**src/rtl/line_buf_ctrl_1bit.sv**
```systemverilog
// Sequencer for the 1-bit 3x3 window datapath: tracks pixel/line position, flushes and
// gates the two cascaded line FIFOs, and produces window-valid, border and status flags.
module line_buf_ctrl_1bit #(
  parameter logic [10:0] IMG_WIDTH  = 11'd1920,
  parameter logic [10:0] IMG_HEIGHT = 11'd1080,
  parameter logic [3:0]  FLUSH_CYC  = 4'd4
) (
  input  logic        video_clk,
  input  logic        rst_n,
  input  logic        video_vs,
  input  logic        video_de,
  input  logic        fifo1_empty,
  output logic        fifo_rst,
  output logic        fifo1_wr_en,
  output logic        fifo2_wr_en,
  output logic        fifo_rd_en,
  output logic [10:0] x_cnt,
  output logic [10:0] y_cnt,
  output logic        win_de,
  output logic [3:0]  win_border,
  output logic        frame_done,
  output logic [1:0]  err_flags,
  output logic [2:0]  fsm_state
);

  typedef enum logic [2:0] {
    IDLE  = 3'd0,
    FLUSH = 3'd1,
    PRIME = 3'd2,
    RUN   = 3'd3,
    LAST  = 3'd4
  } state_t;

  state_t      state;
  logic        vs_q;
  logic        de_q;
  logic [3:0]  flush_cnt;
  logic        de_p1;
  logic [10:0] x_p1;
  logic [10:0] y_p1;
  logic        err_underrun;
  logic        err_short;

  logic vs_rise;
  logic active;
  logic pix_end;
  logic short_end;
  logic line_end;

  assign vs_rise   = video_vs & ~vs_q;
  assign active    = (state == PRIME) || (state == RUN) || (state == LAST);
  assign pix_end   = active & video_de & (x_cnt == IMG_WIDTH - 11'd1);
  // A line that stops early still closes out so the frame keeps its line count.
  assign short_end = active & de_q & ~video_de & (x_cnt != 11'd0);
  assign line_end  = pix_end | short_end;

  // FIFO1 fills on every line except the last; reads start once line 0 is stored.
  assign fifo1_wr_en = video_de & ((state == PRIME) || (state == RUN));
  assign fifo_rd_en  = video_de & ((state == RUN) || (state == LAST));

  assign err_flags = {err_underrun, err_short};
  assign fsm_state = state;

  always_ff @(posedge video_clk) begin
    if (!rst_n) begin
      state        <= IDLE;
      vs_q         <= 1'b0;
      de_q         <= 1'b0;
      flush_cnt    <= 4'd0;
      fifo_rst     <= 1'b0;
      fifo2_wr_en  <= 1'b0;
      x_cnt        <= 11'd0;
      y_cnt        <= 11'd0;
      de_p1        <= 1'b0;
      x_p1         <= 11'd0;
      y_p1         <= 11'd0;
      win_de       <= 1'b0;
      win_border   <= 4'd0;
      frame_done   <= 1'b0;
      err_underrun <= 1'b0;
      err_short    <= 1'b0;
    end else begin
      vs_q        <= video_vs;
      de_q        <= video_de;
      fifo2_wr_en <= fifo1_wr_en;
      frame_done  <= 1'b0;

      // Window centre lags the incoming pixel by two stages.
      de_p1      <= video_de & active;
      x_p1       <= x_cnt;
      y_p1       <= y_cnt;
      win_de     <= de_p1;
      win_border <= de_p1 ? {(y_p1 == 11'd0), (y_p1 == IMG_HEIGHT - 11'd1),
                             (x_p1 == 11'd0), (x_p1 == IMG_WIDTH - 11'd1)} : 4'd0;

      if (fifo_rd_en && fifo1_empty) err_underrun <= 1'b1;

      if (vs_rise) begin
        state        <= FLUSH;
        fifo_rst     <= 1'b1;
        flush_cnt    <= 4'd0;
        x_cnt        <= 11'd0;
        y_cnt        <= 11'd0;
        err_underrun <= 1'b0;
        err_short    <= 1'b0;
      end else begin
        case (state)
          IDLE: begin
          end
          FLUSH: begin
            if (flush_cnt == FLUSH_CYC - 4'd1) begin
              state    <= PRIME;
              fifo_rst <= 1'b0;
            end else begin
              flush_cnt <= flush_cnt + 4'd1;
            end
          end
          default: begin
            if (short_end) err_short <= 1'b1;
            if (line_end) begin
              x_cnt <= 11'd0;
              y_cnt <= (y_cnt == IMG_HEIGHT - 11'd1) ? 11'd0 : y_cnt + 11'd1;
              if (state == PRIME) begin
                state <= RUN;
              end else if (state == RUN) begin
                if (y_cnt == IMG_HEIGHT - 11'd2) state <= LAST;
              end else begin
                state      <= IDLE;
                frame_done <= 1'b1;
              end
            end else if (video_de) begin
              x_cnt <= x_cnt + 11'd1;
            end
          end
        endcase
      end
    end
  end

endmodule

```
**config.mk**
```make
export PLATFORM = sky130hd
export DESIGN_NAME = line_buf_ctrl_1bit
export DESIGN_NICKNAME = d
export VERILOG_FILES = /design/src/rtl/line_buf_ctrl_1bit.sv
export SDC_FILE = /design/constraint.sdc
export NUM_CORES = 1
export LEC_CHECK = 0
export ABC_AREA = 1
export BUFFER_PORTS_ARGS = -buffer_cell sky130_fd_sc_hd__buf_2
export CAP_MARGIN = 10
export CORE_MARGIN = 10
export CORE_UTILIZATION = 56
export CTS_CLUSTER_SIZE = 20
export DETAILED_ROUTE_END_ITERATION = 16
export GPL_ROUTABILITY_DRIVEN = 0
export PLACE_DENSITY_LB_ADDON = 0.25
export SLEW_MARGIN = 20
export SYNTH_ARGS = -nofsm -noshare
export SYNTH_HDL_FRONTEND = slang
export SYNTH_SLANG_ARGS = --single-unit
```
**constraint.sdc**
```tcl
create_clock -name video_clk -period 2.2 [get_ports video_clk]
set_input_delay 0.11 -clock video_clk [delete_from_list [all_inputs] [get_ports video_clk]]
set_output_delay 0.11 -clock video_clk [all_outputs]
set_load 0.02 [all_outputs]
```
==> impl_metrics.tcl <==
set metrics [dict create \
    rows 26 \
    chipWidth_um 92.0 \
    finalHoldViolCount 0 \
    grt_overflow 0 \
    die_y_um 92.0 \
    final_util_pct 67.4 \
    synthCells 401 \
    floorplan.initialDensity_pct 57.2 \
    synthAdderAreaFrac_pct 2.16 \
    ios 42 \
    nets 462 \
    yosys_warnings 0 \
    setup_ws_ns 0.205 \
    post_route_cells_drive_above_1_share_pct 17.9 \
    cp.arrival_ns 2.28 \
    synth_xor_area_share_pct 2.11 \
    path_class "reg2reg" \
    drt_wl_total_mm 6.58 \
    min_period_over_period_pct 90.7 \
    drt_iter0_drc 146 \
    busiest_layer "met2" \
    ys_types 31 \
    period_needed_ns 1.99 \
    vdd_drop_max_mv 0.378 \
    synth_top_family_by_area "simple AND/OR/NAND/NOR gates" \
    use_met2_pct 26.5 \
    synth-simple-area-share_pct 33.9 \
    first_pass_iters 4 \
    powerDensity_nw_per_um2 701 \
    htreeDepth 3 \
    worstSkewPairLatency_ns 0.34 \
    wire_per_inst_um 12.5 \
    status "complete, no violations" \
    path_max_fanout 13 \
    dpl_worst_slack_ns 0.244 \
    viasPerCell 4.95 \
    clkSlewWorstSetupHoldPaths_ns 0.07 \
    critPathCaptureType "flop" \
    route.vias.total 2610 \
    die-area_um2 8460 \
    drc 0 \
    max-cap-violations 0 \
    root_buffer "clkbuf_8" \
    antenna_found_initial 0 \
    cts_tree "done" \
    clock_skew_ns 0.00663 \
    n_antenna_cell 0 \
    grt_pass1_vias 2541 \
    synth-seq-cells 64 \
    synthMuxAreaShare_pct 0 \
    hp-class "in2reg" \
    cts_made_buffers 9 \
    final.setup.tns_ns 0 \
    grt_pass1_wl_mm 11.0 \
    use_met3_pct 4.40 \
    avgSynthCellArea_um2 7.24 \
    maxSlewViolCount 0 \
    io_buffers 41 \
    max-slew-margin-rel_pct 75.2 \
    synth_compound_area_share_pct 6.86 \
    met1_usage_pct 17.8 \
    finalSetupViolations 0 \
    ys_seq_area_share_pct 44.2 \
    rsz0062_at_grt "no" \
    power.leakage_nw 1.64 \
    synthesis.nets 411 \
    cts.sinks 64 \
    fp.coreArea_um2 5070 \
    post_cts_buffers 0 \
    final_antenna_net_count 0 \
    worst_pin_slew_ns 0.372 \
    cts.path.max_buffers 2 \
    startpoint_type "flop" \
    synth_area_um2 2900 \
    grt_util_all_layers_pct 15.9 \
    syn2layout_area_growth_pct 17.9 \
    fmax_ghz 0.501 \
    p_total_mw 2.40 \
    cp.required_ns 2.48 \
    grt_max_degree 26 \
    hpwl_mm 4.90 \
]
registers in the layout (all words and copies together) (netlist names), 3 cells and up:
register	flops
flush_cnt	4
fsm_state	3
win_border	4
x_cnt	11
x_p1	11
y_cnt	11
y_p1	11
metal layers:
metal | vias up | wire [µm]
li1 | 1357 | -
met1 | 1173 | 2840
met2 | 66 | 3200
met3 | 14 | 369
met4 | 0 | 165
met5 | - | 0
per-stage QoR:
step / hold WS (ns) / cells / cell area (µm²)
3_5_place_dp: 0.314 / 510 / 3170
4_1_cts: 0.00231 / 527 / 3420
5_1_grt: 0.0399 / 527 / 3420
3_3_place_gp: 0.306 / 510 / 3170
6_report: 0.0118 / 527 / 3420
2_1_floorplan: 0.203 / 401 / 2900
cell usage after synthesis (all sizes together):
cell    count  area share (%)
nand2     116              16
dfxtp      64              44
inv        63             8.2
nor2       45             6.4
a21oi      27             4.9
nor3       21             4.0
nand3      18             3.1
nand4      12             3.1
buf         7             2.4
o21ai       6             1.0
xor2        6             1.8
ha          5             2.2
nor4        3            0.65
a21boi      2            0.91
clkbuf      2            0.26
and3        1            0.22
or2         1            0.22
or4         1            0.26
xnor2       1            0.30
power breakdown:
group	internal (mW)	total (mW)	switching, mW
combinational	0.0185	0.0611	0.0426
sequential	1.16	1.17	0.00331
clock	0.730	1.17	0.437
timing repair:
item                      in CTS  in global routing
hold buffers                   1                  0
hold endpoints to repair       1                  0
resized for setup              0                  0
placed cells by master (no fill, tap or decap):
cell,count
o21ai_1,2
o21ai_0,4
nor2_1,42
nand4_1,11
bufinv_16,2
xor2_1,6
nand2_4,2
clkbuf_8,12
nor2_4,2
a21boi_1,1
nand4_4,1
dfxtp_1,64
nand3_1,18
nand2_2,5
or4_1,1
a21oi_1,25
nor2_2,1
nand2_1,109
nor3_1,19
a21boi_4,1
xnor2_1,1
buf_4,7
dlygate4sd3_1,1
nor4_1,3
ha_1,5
inv_2,2
and3_1,1
nor3_2,2
inv_1,61
a21oi_2,2
or2_0,1
buf_2,41
clkinvlp_4,2
final cells by class:
cell class	count	area, µm²
clock buffers	12	165
clock inverters	4	75.1
fillers	468	1660
inverters	63	236
multi-input cells	265	1310
flip-flops and latches	64	1280
well taps	70	87.6
repair buffers	49	268
worst max-delay path: stages (launching register included):
cell and delay [ns]:
dfxtp_1 0.43, ha_1 0.26, nand3_1 0.15, inv_1 0.15, nand4_4 0.13, nand2_4 0.18, inv_1 0.22, o21ai_0 0.25
nand2_1 0.08, nor2_1 0.08
logic make-up after synthesis:
| logic type | count (synthesis) |
|---|---|
| xor gates and xnor gates | 7 |
| and+or+nand+nor | 218 |
| adders and majority gates | 5 |
| DFF | 64 |
| buffers and inverters | 72 |
| AOI/OAI and AO/OA | 35 |
path summary, 6_finish.rpt:
| check | depth (start not counted) | from | endpoint | slack (ns) |
|---|---|---|---|---|
| setup / recovery | 9 | x_cnt[0] | y_cnt[3] | 0.21 |
| hold / removal | 3 | fifo1_empty | err_underrun | 0.01 |
| setup reg to reg | 9 | x_cnt[0] | y_cnt[3] | 0.21 |
| hold reg to reg | 2 | err_short | err_short | 0.45 |
Note: power is estimated with default switching activity, not from simulation.
